**src/rtl/top2_frame_ctrl.sv**
```systemverilog
// ---------------------------------------------------------------------------
// top2_frame_ctrl
//
// Purpose:
//    Frame-based running top-two tracker. Incoming samples are grouped into
//    frames of up to FRAME_LEN samples. A frame also closes early on an
//    accepted beat with s_last set. For each frame the largest value, the
//    second-largest value and the sample count are presented on a
//    valid/ready result port. The sample port is stalled while a result
//    is waiting for the consumer.
//
// Ports:
//    clk      in   1       rising-edge clock
//    reset    in   1       synchronous active-high reset
//    s_valid  in   1       input sample valid
//    s_ready  out  1       controller can accept a sample
//    s_data   in   DATA_W  unsigned sample value
//    s_last   in   1       accepted sample closes the current frame early
//    m_valid  out  1       frame result valid
//    m_ready  in   1       consumer accepts the result
//    m_max1   out  DATA_W  largest sample of the frame
//    m_max2   out  DATA_W  second-largest sample of the frame
//    m_count  out  CNT_W   number of samples in the frame
//
// Configuration macro:
//    TOP2_DISTINCT_EN  when defined, max2 tracks the largest value strictly
//                      below max1, so a repeat of max1 does not touch max2.
//                      When undefined, a repeat of max1 may set max2.
// ---------------------------------------------------------------------------
module top2_frame_ctrl #(
    parameter  int DATA_W    = 32,
    parameter  int FRAME_LEN = 8,
    localparam int CNT_W     = $clog2(FRAME_LEN + 1)
) (
    input  logic              clk,
    input  logic              reset,
    input  logic              s_valid,
    output logic              s_ready,
    input  logic [DATA_W-1:0] s_data,
    input  logic              s_last,
    output logic              m_valid,
    input  logic              m_ready,
    output logic [DATA_W-1:0] m_max1,
    output logic [DATA_W-1:0] m_max2,
    output logic [CNT_W-1:0]  m_count
);

    typedef enum logic {
        ACCUM = 1'b0,
        HOLD  = 1'b1
    } state_t;

    // Count value seen just before the beat that fills the frame.
    localparam logic [CNT_W-1:0] LAST_CNT = CNT_W'(FRAME_LEN - 1);

    state_t              state_q, state_d;
    logic [DATA_W-1:0]   max1_q, max1_d;
    logic [DATA_W-1:0]   max2_q, max2_d;
    logic [CNT_W-1:0]    cnt_q, cnt_d;
    logic                take;
    logic                closeFrame;

    // Registered state. Reset discards any partial frame or pending result.
    always_ff @(posedge clk) begin
        if (reset) begin
            state_q <= ACCUM;
            max1_q  <= '0;
            max2_q  <= '0;
            cnt_q   <= '0;
        end else begin
            state_q <= state_d;
            max1_q  <= max1_d;
            max2_q  <= max2_d;
            cnt_q   <= cnt_d;
        end
    end

    assign take       = (state_q == ACCUM) && s_valid;
    // s_last on the filling beat still closes just one frame, since both
    // conditions lead to the same single transition.
    assign closeFrame = s_last || (cnt_q == LAST_CNT);

    // Next-state logic: the tracker compares against the registered maxima,
    // so the closing sample is already folded in when HOLD is entered.
    always_comb begin
        state_d = state_q;
        max1_d  = max1_q;
        max2_d  = max2_q;
        cnt_d   = cnt_q;
        case (state_q)
            ACCUM: begin
                if (take) begin
                    cnt_d = cnt_q + 1'b1;
                    if (s_data > max1_q) begin
                        max2_d = max1_q;
                        max1_d = s_data;
`ifdef TOP2_DISTINCT_EN
                    end else if ((s_data != max1_q) && (s_data > max2_q)) begin
`else
                    end else if (s_data > max2_q) begin
`endif
                        max2_d = s_data;
                    end
                    if (closeFrame) begin
                        state_d = HOLD;
                    end
                end
            end
            HOLD: begin
                // The tracker is cleared on the handshake, so s_ready comes
                // back one cycle later, giving one bubble per frame.
                if (m_ready) begin
                    max1_d  = '0;
                    max2_d  = '0;
                    cnt_d   = '0;
                    state_d = ACCUM;
                end
            end
            default: begin
                state_d = ACCUM;
            end
        endcase
    end

    assign s_ready = (state_q == ACCUM);
    assign m_valid = (state_q == HOLD);
    assign m_max1  = max1_q;
    assign m_max2  = max2_q;
    assign m_count = cnt_q;

endmodule

```
**config.mk**
```make
export PLATFORM = sky130hd
export DESIGN_NAME = top2_frame_ctrl
export DESIGN_NICKNAME = d
export VERILOG_FILES = /design/src/rtl/top2_frame_ctrl.sv
export SDC_FILE = /design/constraint.sdc
export NUM_CORES = 1
export LEC_CHECK = 0
export BUFFER_PORTS_ARGS = -buffer_cell sky130_fd_sc_hd__buf_2
export CORE_MARGIN = 2
export CORE_UTILIZATION = 40
export DETAILED_ROUTE_END_ITERATION = 7
export PLACE_DENSITY = 0.7
export SYNTH_ARGS = -nofsm -noshare
export SYNTH_HDL_FRONTEND = slang
export SYNTH_SLANG_ARGS = --single-unit
```
**constraint.sdc**
```tcl
create_clock -name clk -period 2.5 [get_ports clk]
set_input_delay 0.375 -clock clk [delete_from_list [all_inputs] [get_ports clk]]
set_output_delay 0.375 -clock clk [all_outputs]
set_load 0.02 [all_outputs]
```
* Yosys cells after proc, flatten, opt, wreduce, memory -nomap -nowiden
Cells that the tools add are included.
Word-level totals: register bits 69, input bits 37
Cells by class: $add $sub $neg 1, bitwise gates (word level) 1, multiplexer cells 15, order comparisons 2, reductions and logical operators 5, equal/unequal tests 5
Operators with widths (count):
- two-way mux 32 bit | 6
- case mux 32 bit (2 select lines) | 2
- > comparator 32 bit | 2
- two-way mux 4 bit | 2
- case mux 4 bit (2 select lines) | 1
- AND reduction 3 bit | 2
- adder 4 x 1 -> 4 bit (second input constant) | 1
- equality test 4 x 3 -> 1 bit (second input constant) | 1
- != test 2 x 1 -> 1 bit (second input constant) | 2
- two-way mux 1 bit | 3
- != test 3 x 1 -> 1 bit (second input constant) | 1
- != test 2 bit (second input constant) | 1
- case mux 1 bit (2 select lines) | 1
- AND reduction 2 bit | 1
- logical AND 1 bit | 1
- logical OR 1 bit | 1
- inverter 1 bit | 1

* Longest topological paths before layout
Gate-level depths: netlist (run 1).
depth after elaboration 5, depth in mapped cells 10, mapped depth without buffers 9

* Least setup slack after synthesis (run 1)
Ideal clock, no wire load.
path type reg2reg, start point register max1_q[14], in the netlist m_max1[14], end point register max2_q[0], in the netlist m_max2[0], cell stages (with the launch flop) 11, arrival time 2.240 ns, path buffers 1, setup slack 0.141 ns, library setup time 0.118 ns, period minus slack after synthesis 2.359 ns, path through dfxtp_1 -> inv_1 -> ha_1 -> nand4_1 -> nor2_1 -> a221o_1 -> o31ai_4 -> nand2_4 -> o21ai_2 -> buf_2 -> o2bb2ai_1
Between the ends: longest elaborated chain between the ends 4
Ends and longest elaborated chain:
- from (decl) | line 57 | logic [DATA_W-1:0] max1_q, max1_d;
- from (signal assigned) | line 72 | max1_q <= max1_d;
- > comparator 32 bit * | line 94 | if (s_data > max1_q) begin
- two-way mux 32 bit | line 94
- two-way mux 32 bit | line 92 | if (take) begin
- case mux 32 bit (2 select lines) | line 90 | case (state_q)
- to (signal assigned) | line 73 | max2_q <= max2_d;
- to (decl) | line 58 | logic [DATA_W-1:0] max2_q, max2_d;
Mark *: on every way between the ends. The rest lies on a longest branch, timed or not. The select of a mux whose other input is x is not followed. A chain may end at the register's enable or synchronous reset.

* Worst setup path in the final report (run 1)
start point register max1_q[6], in the netlist m_max1[6], end point register max2_q[0], in the netlist m_max2[0]
Same word-level chain as after synthesis.

==> results of run 1 <==
## worst reg2reg max path, stage by stage (launching register included)
cell,delay [ns]
dfxtp_2,0.33
inv_1,0.06
ha_4,0.27
nand4_1,0.23
nor4_2,0.35
buf_4,0.16
and2b_1,0.21
o31ai_4,0.09
nand2_4,0.13
o21ai_4,0.32
clkbuf_16,0.23
o2bb2ai_1,0.06
## where the power goes
part | switching [mW] | internal, mW | leakage, nW
sequential | 0.0583 | 1.18 | 0.568
combinational | 0.649 | 0.454 | 2.02
clock | 0.523 | 0.724 | 0.130
total | 1.23 | 2.36 | 2.72
## registers in the layout, summed over array words and instances (netlist names)
| signal | flops |
|---|---|
| m_count | 4 |
| m_valid | 1 |
| m_max2 | 32 |
| m_max1 | 32 |
## kinds of logic (layout without fill, tap and decap cells)
family / after synthesis / in the layout
simple gates: 161 / 161
compound gates: 130 / 130
buf+inv: 95 / 236
flops: 69 / 69
fa+ha+maj: 65 / 65
mux: 32 / 32
## cell usage after synthesis (2+ instances only)
library cell / n
inv_1: 65
a311oi_1: 2
buf_2: 6
nor4_1: 5
o211ai_1: 2
a221o_1: 2
nand4_1: 14
a21oi_1: 66
dfxtp_1: 69
buf_4: 8
o21ai_0: 9
a21o_1: 4
nand3_1: 40
nor3_1: 31
nand2_1: 50
mux2i_1: 32
nor2b_1: 3
ha_1: 65
buf_1: 3
o21ai_1: 3
clkbuf_1: 12
o21ai_2: 2
nor2_1: 9
o2bb2ai_1: 33
## worst max-delay path by stage
| stage | start | endpoint | slack (ns) |
|---|---|---|---|
| 3_3_place_gp | s_data[15] | m_max2[20] | -0.1 |
| 2_1_floorplan | m_max1[14] | m_max2[0] | 0.14 |
| 3_5_place_dp | s_data[11] | m_max2[24] | -0.16 |
| 6_report | m_max1[6] | m_max2[0] | -0.06 |
| 4_1_cts | m_max1[14] | m_max1[14] | 0.03 |
| 5_1_grt | m_max1[19] | m_max1[5] | -0.19 |
## metal layers
metal	wire, um	up-vias	GRT usage, %
met5	0	-	0
met4	383	0	9.75
met3	744	34	3.34
met2	7340	160	36.6
met1	6310	2279	26.7
li1	-	2253	-
## cell type report
| class | count | share of cell area, % |
|---|---|---|
| clock inverters | 5 | 0.560 |
| inverters | 65 | 3.90 |
| well taps | 140 | 2.80 |
| repair buffers | 155 | 16.7 |
| clock buffers | 11 | 4.04 |
| multi-input cells | 388 | 49.7 |
| flip-flops and latches | 69 | 22.4 |
## stage by stage
| step | worst slack (ns) | power, mW | std cells | hold slack, ns | util, % |
|---|---|---|---|---|---|
| 6_report | -0.0639 | 3.59 | 833 | 0.308 | 56.9 |
| 5_1_grt | -0.190 | 3.74 | 833 | 0.325 | 56.9 |
| 4_1_cts | 0.0307 | 3.44 | 817 | 0.308 | 52.0 |
| 3_5_place_dp | -0.160 | 2.19 | 801 | 0.502 | 49.2 |
| 3_3_place_gp | -0.0974 | 2.16 | 801 | 0.486 | 49.2 |
| 2_1_floorplan | 0.141 | 1.86 | 552 | 0.511 | - |
## layout by cell type, fill, tap and decap left out, types with 3 or more instances in the layout
cell type,n
buf_2,107
a21oi_1,61
inv_1,60
dfxtp_1,58
ha_1,56
nand2_1,50
nand3_1,36
buf_4,35
nor3_1,31
mux2i_1,31
o2bb2ai_1,19
nand4_1,14
o2bb2ai_2,14
clkbuf_16,12
dfxtp_2,10
nor2_1,9
o21ai_0,9
ha_4,9
a21oi_2,6
buf_12,6
inv_2,5
nand3_2,4
clkinvlp_4,4
o21ai_4,3
a21o_1,3
nor2b_1,3
buf_6,3
## repair_timing
action | CTS | global route
pin swaps | 1 | 23
resized for setup | 3 | 74
endpoints found under the setup margin | 64 | 64
endpoints found under the hold margin | 0 | 0
buffers inserted | 0 | 11
cloned | 0 | 5
==> out/results.tsv, run 1 <==
metric	value	unit
status	complete, but fails checks	
violated checks	negative setup slack	
Mapped Area	4560	sq um
Req. time, crit path	2.73	ns
Setup CP Type	reg2reg	
crit-path max cell delay	0.35	ns
complex-gate fraction of the synthesized area	18.8	%
top cell type's share of synthesized area	30.3	%
Cell Area, Placed	5410	sq um
number of routed nets with antenna violations	0	
Syn Area/Cell	8.25	sq um
Power Density	574	nW/um^2
GRT Total Usage	21.5	%
simple-gate share of the synthesized area	17.2	%
Synth cell types	41	
die area	12300	sq um
dominant cells by area after synthesis	dfxtp_1 (30%), ha_1 (18%), a21oi_1 (7.3%)	
fillers	963	
WP buf/inv	3	
largest net degree at the start of global routing	46	
CTS sink cnt	69	
critical path capture point type	flip-flop	
IO Pins	107	
Reg2Reg Setup Slack	-0.06	ns
Final Hold Violating Endpoints	0	
Site Rows	38	
ys flop type	dfxtp_1	
PortBufs	106	
die width	111	um
Max Slew Vio Count	0	
Seq cells post-synth	69	
clk_lat worst skew	0.34	ns
share of layout cells above drive strength 1	33.9	%
Tmin final	2.56	ns
first-pass GRT wire length	21700	um
TritonRoute pass-1 iters	5	
WL final	14800	um
TritonCTS clock tree	done	
gp weighted congestion	0.919	
total negative slack	-1.56	ns
TritonCTS buffer count	9	
worst reg2reg path endpoint	m_max2[0]	
period utilisation layout	103	%
Setup Skew	0.00644	ns
Hold WC Path Type	in2reg	
Hold Buf Count CTS	0	
Worst R2R Path Depth	11	
crit path DAT	2.79	ns
RSZ-0062 raised after global routing	true	
area of the multi-input gates	3110	sq um
total congestion overflow	0	
post-synth net total	654	
slew margin rel.	62.2	%
FF+latch area	1400	sq um
via count	4726	
initial antenna violation count	0	
Max Fclk	390	MHz
async set or reset register ratio after synthesis	0	%
Synth Instances	552	
startpoint types	flip-flop	
leading area contributor after synthesis	dfxtp_1	
post-synthesis xor/xnor area fraction	0	%
yosys warns	0	
# nets final	790	
Setup Viol. Count Final	57	
Avg WL per Cell	17.8	um
Clock transition at path regs	0.06	ns
Clock Tree Buf Depth	2	
startpoint of the worst hold path	s_data[3]	
Max-Cap Viols	0	
CP Depth	11	
root buffer cell	clkbuf_16	
mux cell area share after synthesis	7.03	%
maximum vdd ir drop	0.351	mV
reg2reg start	m_max1[6]	
total core area	11000	sq um
P_leak	2.72	nW
Initial Util	41.5	%
critical-path cell list	inv_1, ha_4, nand4_1, nor4_2, buf_4, and2b_1, o31ai_4, nand2_4, o21ai_4, clkbuf_16, o2bb2ai_1	
sequential fraction of the synthesis area	30.3	%
Slew @ Worst Pin	0.566	ns
Final HPWL DP	9880	um
Critical-path top delay cell	nor4_2	
chip height	111	um
vias in the first global route	4464	
adder-cell share of the synthesized area	17.9	%
vias per cell	5.67	
largest family of logic cells by synthesized area	compound AO/OA/AOI/OAI gates	
number of diodes	0	
final worst slack	-0.0639	ns
H-tree depth	3	
Largest delay share family, worst path	simple AND/OR/NAND/NOR gates	
synthesis-to-finish area growth	37.2	%
Worst Path Max Fanout	8	
Hold Path Cell Cnt	3	
fin area	6250	sq um
initial detailed-routing violation count	249	
Hold EP	m_max1[3]	
DRC viols	0	
number of synthesized flops with an enable pin	0	
No activity file was read; power rests on OpenSTA's default activity.
==> run 2, diff against run 1 <==
--- a/config.mk
+++ b/config.mk
@@ -8,7 +8,9 @@
 export BUFFER_PORTS_ARGS = -buffer_cell sky130_fd_sc_hd__buf_2
 export CORE_MARGIN = 2
 export CORE_UTILIZATION = 40
+export CTS_BUF_LIST = sky130_fd_sc_hd__clkbuf_4 sky130_fd_sc_hd__clkbuf_8
 export DETAILED_ROUTE_END_ITERATION = 7
+export MAX_ROUTING_LAYER = met4
 export PLACE_DENSITY = 0.7
 export SYNTH_ARGS = -nofsm -noshare
 export SYNTH_HDL_FRONTEND = slang
==> out/results.tsv, run 2 (synthesized netlist as in run 1, its figures left out) <==
metric	value	unit	change
status	complete, but fails checks		
violated checks	negative setup slack		
IO Pins	107		unchanged
slew margin rel.	63.6	%	+1.4 points
Worst Path Max Fanout	8		unchanged
final core occ	54.9	%	-2.0 points
fillers	992		+3.0%
startpoint types	flip-flop		
share of layout cells above drive strength 1	31.5	%	-2.4 points
Clock Tree Buf Depth	2		unchanged
CTS sink cnt	69		unchanged
gp weighted congestion	0.935		+1.8%
maximum vdd ir drop	0.270	mV	-23%
fin area	6030	sq um	-3.6%
Initial Util	41.5	%	unchanged
WL final	14100	um	-4.3%
dpl ws	-0.160	ns	unchanged
Placed Cells	801		unchanged
number of routed nets with antenna violations	0		unchanged
vias in the first global route	4435		-0.65%
period utilisation layout	101	%	-1.7 points
via count	4595		-2.8%
Final Hold Violating Endpoints	0		unchanged
number of diodes	0		unchanged
Worst R2R Path Depth	11		unchanged
Setup CP Type	reg2reg		
Site Rows	38		unchanged
first-pass GRT wire length	21600	um	-0.25%
total core area	11000	sq um	unchanged
Tmin final	2.52	ns	-0.0425 ns
chip height	111	um	unchanged
P_leak	2.63	nW	-3.3%
CP Depth	11		unchanged
Max Slew Vio Count	0		unchanged
root buffer cell	clkbuf_8		
crit-path max cell delay	0.35	ns	about the same
final std cells w/o fill	828		-0.60%
die width	111	um	unchanged
critical-path cell list	inv_1, ha_4, nand4_1, nor4_2, buf_4, and2b_1, o31ai_4, nand2_4, o21ai_4, buf_8, o2bb2ai_1		
die area	12300	sq um	unchanged
Max-Cap Viols	0		unchanged
Slew @ Worst Pin	0.546	ns	-0.0208 ns
# nets final	785		-0.63%
synthesis-to-finish area growth	32.4	%	
Cell Area, Placed	5410	sq um	unchanged
clk_lat worst skew	0.36	ns	+0.02 ns
largest net degree at the start of global routing	46		unchanged
DRC viols	0		unchanged
TritonRoute pass-1 iters	4		-1
Hold Path Cell Cnt	3		unchanged
H-tree depth	3		unchanged
Setup Skew	0.0103	ns	+0.00386 ns
most frequent cells in the layout	buf_2 (106), a21oi_1 (66), inv_1 (62)		
Hold Slack	0.286	ns	-0.0211 ns
initial detailed-routing violation count	268		+7.6%
RSZ-0062 raised after global routing	true		
Max Fclk	397	MHz	+1.7%
WP buf/inv	3		unchanged
Pwr Total	3.18	mW	-11%
vias per cell	5.55		-2.2%
critical path capture point type	flip-flop		
TritonCTS clock tree	done		
Req. time, crit path	2.75	ns	+0.02 ns
PortBufs	106		unchanged
Clock transition at path regs	0.08	ns	+0.02 ns
Critical-path top delay cell	dfxtp_2		
TritonCTS buffer count	9		unchanged
total congestion overflow	0		unchanged
Final HPWL DP	9880	um	unchanged
Avg WL per Cell	17.1	um	-3.7%
GRT Total Usage	22.0	%	+0.48 points
Hold Buf Count CTS	0		unchanged
total negative slack	-0.156	ns	+1.41 ns
Largest delay share family, worst path	simple AND/OR/NAND/NOR gates		
Power Density	528	nW/um^2	-7.9%
Setup Viol. Count Final	25		-56%
final worst slack	-0.0214	ns	+0.0425 ns
most common cell after layout, fill and taps aside	buf_2		
initial antenna violation count	0		unchanged
Hold WC Path Type	in2reg		
crit path DAT	2.77	ns	-0.02 ns
## run 2: worst paths after layout
path | start | end | slack, ns
min reg2reg | m_max1[8] | m_max1[8] | 0.49
max | m_max1[7] | m_max2[21] | -0.02
min | s_data[22] | m_max1[22] | 0.29
max reg2reg | m_max1[7] | m_max2[21] | -0.02
## run 2: tightest hold or removal path: cells and delay by family
family | cells | cell delay (ns)
buf+inv | 1 | 0.13
simple gates | 1 | 0.06
compound gates | 1 | 0.05
## run 2: routing by layer
layer	GRT usage, %	vias up	wire length [um]
met4	6.42	0	208
met1	27.0	2180	6240
met3	3.94	25	664
met5	-	-	0
met2	37.0	147	7040
li1	-	2243	-
## run 2: what timing repair did
action / CTS / global route
cloned: 0 / 3
pin swaps: 1 / 12
setup endpoints to repair: 64 / 64
setup buffers: 0 / 8
resized for setup: 3 / 64
## run 2: report_power, final
group	total, mW	internal [mW]	switching, mW
combinational	1.07	0.443	0.630
sequential	1.23	1.18	0.0579
clock	0.877	0.412	0.465
## run 2: layout make-up
class                   instances  area, sq um  share of cell area [%]
multi-input cells             388         3020                    50.1
clock buffers                  11          151                    2.51
clock inverters                 5         35.0                   0.581
well taps                     140          175                    2.91
inverters                      65          246                    4.09
repair buffers                150          996                    16.5
flip-flops and latches         69         1400                    23.3
==> run 3, diff against run 2 <==
--- a/config.mk
+++ b/config.mk
@@ -5,6 +5,7 @@
 export SDC_FILE = /design/constraint.sdc
 export NUM_CORES = 1
 export LEC_CHECK = 0
+export ABC_AREA = 1
 export BUFFER_PORTS_ARGS = -buffer_cell sky130_fd_sc_hd__buf_2
 export CORE_MARGIN = 2
 export CORE_UTILIZATION = 40
==> constraint.sdc (replaced) <==
create_clock -name clk -period 2.5 [get_ports clk]
set_input_delay 0.5 -clock clk [delete_from_list [all_inputs] [get_ports clk]]
set_output_delay 0.5 -clock clk [all_outputs]
set_load 0.02 [all_outputs]
==> out/results.tsv, run 3 <==
metric	value	unit	change
Hold WC Path Type	in2reg		
number of routed nets with antenna violations	0		unchanged
clk_lat worst skew	0.37	ns	about the same
IO Pins	107		unchanged
async set or reset register ratio after synthesis	0	%	unchanged
Worst Path Max Fanout	14		+6
Max Slew Vio Count	0		unchanged
ys flop type	dfxtp_1		
Setup Viol. Count Final	0		-100%
Seq cells post-synth	69		unchanged
Max Fclk	433	MHz	+9.3%
Setup CP Type	reg2reg		
total negative slack	0	ns	+0.156 ns
initial antenna violation count	0		unchanged
Power Density	644	nW/um^2	+22%
Setup Skew	0.0121	ns	+0.00176 ns
dominant cells by area after synthesis	dfxtp_1 (28%), ha_1 (16%), nand2_1 (15%)		
CTS sink cnt	69		unchanged
Pwr Total	3.84	mW	+21%
# nets final	971		+24%
Max-Cap Viols	0		unchanged
total congestion overflow	0		unchanged
Tmin final	2.31	ns	-0.214 ns
leading area contributor after synthesis	dfxtp_1		
TritonCTS buffer count	9		unchanged
critical path capture point type	flip-flop		
H-tree depth	3		unchanged
first-pass GRT wire length	23400	um	+8.4%
Initial Util	41.2	%	-0.33 points
post-synth net total	865		+32%
period utilisation layout	92.3	%	-8.6 points
Slew @ Worst Pin	0.522	ns	-0.0237 ns
yosys warns	0		unchanged
TritonCTS clock tree	done		
GRT Total Usage	23.0	%	+1.0 points
Req. time, crit path	2.76	ns	about the same
top cell type's share of synthesized area	27.8	%	-2.5 points
top-count cell post-synth	nand2_1		
sequential fraction of the synthesis area	27.8	%	-2.5 points
CP startpoint	m_max1[19]		
P_leak	3.16	nW	+20%
Clock transition at path regs	0.07	ns	about the same
RSZ-0062 raised after global routing	false		
postcts setup bufs	0		unchanged
die width	115	um	+4.2%
Synth cell types	29		-29%
number of synthesized flops with an enable pin	0		unchanged
Synth Instances	763		+38%
chip height	115	um	+4.2%
fin area	5960	sq um	-1.2%
total core area	12100	sq um	+9.8%
die area	13300	sq um	+8.6%
largest net degree at the start of global routing	35		-24%
reg2reg start	m_max1[19]		
vias in the first global route	4910		+11%
Clock Tree Buf Depth	2		unchanged
startpoint of the worst hold path	s_data[0]		
Final HPWL DP	10400	um	+4.9%
share of layout cells above drive strength 1	18.6	%	-13 points
Syn Area/Cell	6.51	sq um	-21%
PortBufs	106		unchanged
TritonRoute pass-1 iters	5		+1
most frequent cells in the layout	nand2_1 (194), inv_1 (113), buf_2 (106)		
Site Rows	40		+5.3%
Avg WL per Cell	13.6	um	-20%
status	complete, no violations		
gp weighted congestion	0.850		-9.1%
startpoint types	flip-flop		
initial detailed-routing violation count	362		+35%
Final Hold Violating Endpoints	0		unchanged
number of diodes	0		unchanged
Cell Area, Placed	5760	sq um	+6.5%
crit path DAT	2.57	ns	-0.20 ns
via count	5135		+12%
synthesis-to-finish area growth	20.1	%	
WL final	14200	um	+0.17%
DRC viols	0		unchanged
vias per cell	4.93		-11%
most common cell after layout, fill and taps aside	nand2_1		
Hold Buf Count CTS	0		unchanged
synth cell count leaders	nand2_1 (194), inv_1 (113), nand3_1 (99), nor2_1 (70), dfxtp_1 (69)		
maximum vdd ir drop	0.226	mV	-16%
Mapped Area	4960	sq um	+9.0%
root buffer cell	clkbuf_8		
slew margin rel.	65.2	%	+1.5 points
==> run 3: cell types whose count changed in the layout (fill, tap and decap cells not counted), sizes merged, moves of 32 or more <==
cell     change
inv         +54
o2bb2ai     -33
nand2      +145
mux2i       -32
nor2        +64
nand3       +62
==> run 3: logic make-up (layout without fill, tap and decap cells) <==
group,after synthesis,count (layout),share of synthesized area [%]
buffers and inverters,154,265,12.4
xor gates and xnor gates,1,1,0.176
and+or+nand+nor,395,395,35.0
adders and majority gates,65,65,16.4
DFF,69,69,27.8
AOI/OAI and AO/OA,79,79,8.27
==> run 3: critical path, cell delays in order, from the launching register on <==
cell,delay (ns)
dfxtp_1,0.37
inv_1,0.08
ha_1,0.30
a21oi_1,0.18
nand2_1,0.07
nand2_1,0.06
nand3_1,0.09
a21oi_1,0.28
nand2_4,0.12
nand2_2,0.13
buf_4,0.23
nand2_1,0.07
nand3_1,0.07
nand2_1,0.07
inv_2,0.05
nor2_1,0.03
==> run 3: cell type report <==
| cell class | count | area, sq um |
|---|---|---|
| Multi-Input combinational cell | 540 | 2970 |
| Timing Repair Buffer | 130 | 748 |
| Tap cell | 168 | 210 |
| Fill cell | 1233 | 6100 |
| Clock buffer | 16 | 201 |
| Inverter | 119 | 447 |
| Sequential cell | 69 | 1380 |
==> run 3: per-layer routing <==
metal  track usage (%)  routed length, um  vias to the layer above
li1                  -                  -                     2652
met1              29.2               6650                     2319
met2              36.2               6440                      144
met3              3.37                780                       20
met4              10.0                297                        0
met5                 -                  0                        -
==> run 3: timing repair <==
| item | CTS | global route |
|---|---|---|
| gates resized for setup | 0 | 1 |
| setup endpoints to repair | 0 | 7 |
| hold endpoints to repair | 0 | 0 |
==> run 3: final timing paths <==
path	slack, ns	endpoint	depth (start not counted)
setup / recovery	0.19	m_max2[26]	15
hold / removal	0.41	m_max1[0]	3
setup reg to reg	0.19	m_max2[26]	15
hold reg to reg	0.49	m_max1[25]	2
==> run 3: power by group <==
group          internal [mW]  total, mW  switching, mW
registers               1.24       1.34          0.102
clock network          0.504      0.960          0.456
logic                  0.574       1.54          0.966
total                   2.31       3.84           1.52
==> run 3: stage by stage <==
step           hold WS [ns]  worst slack, ns  utilization [%]  cells
2_1_floorplan         0.563            0.398                -    763
3_3_place_gp          0.481           0.0576             47.7   1026
3_5_place_dp          0.487           0.0246             47.7   1026
4_1_cts               0.397            0.240             49.4   1042
5_1_grt               0.427          0.00846             49.4   1042
6_report              0.407            0.193             49.4   1042
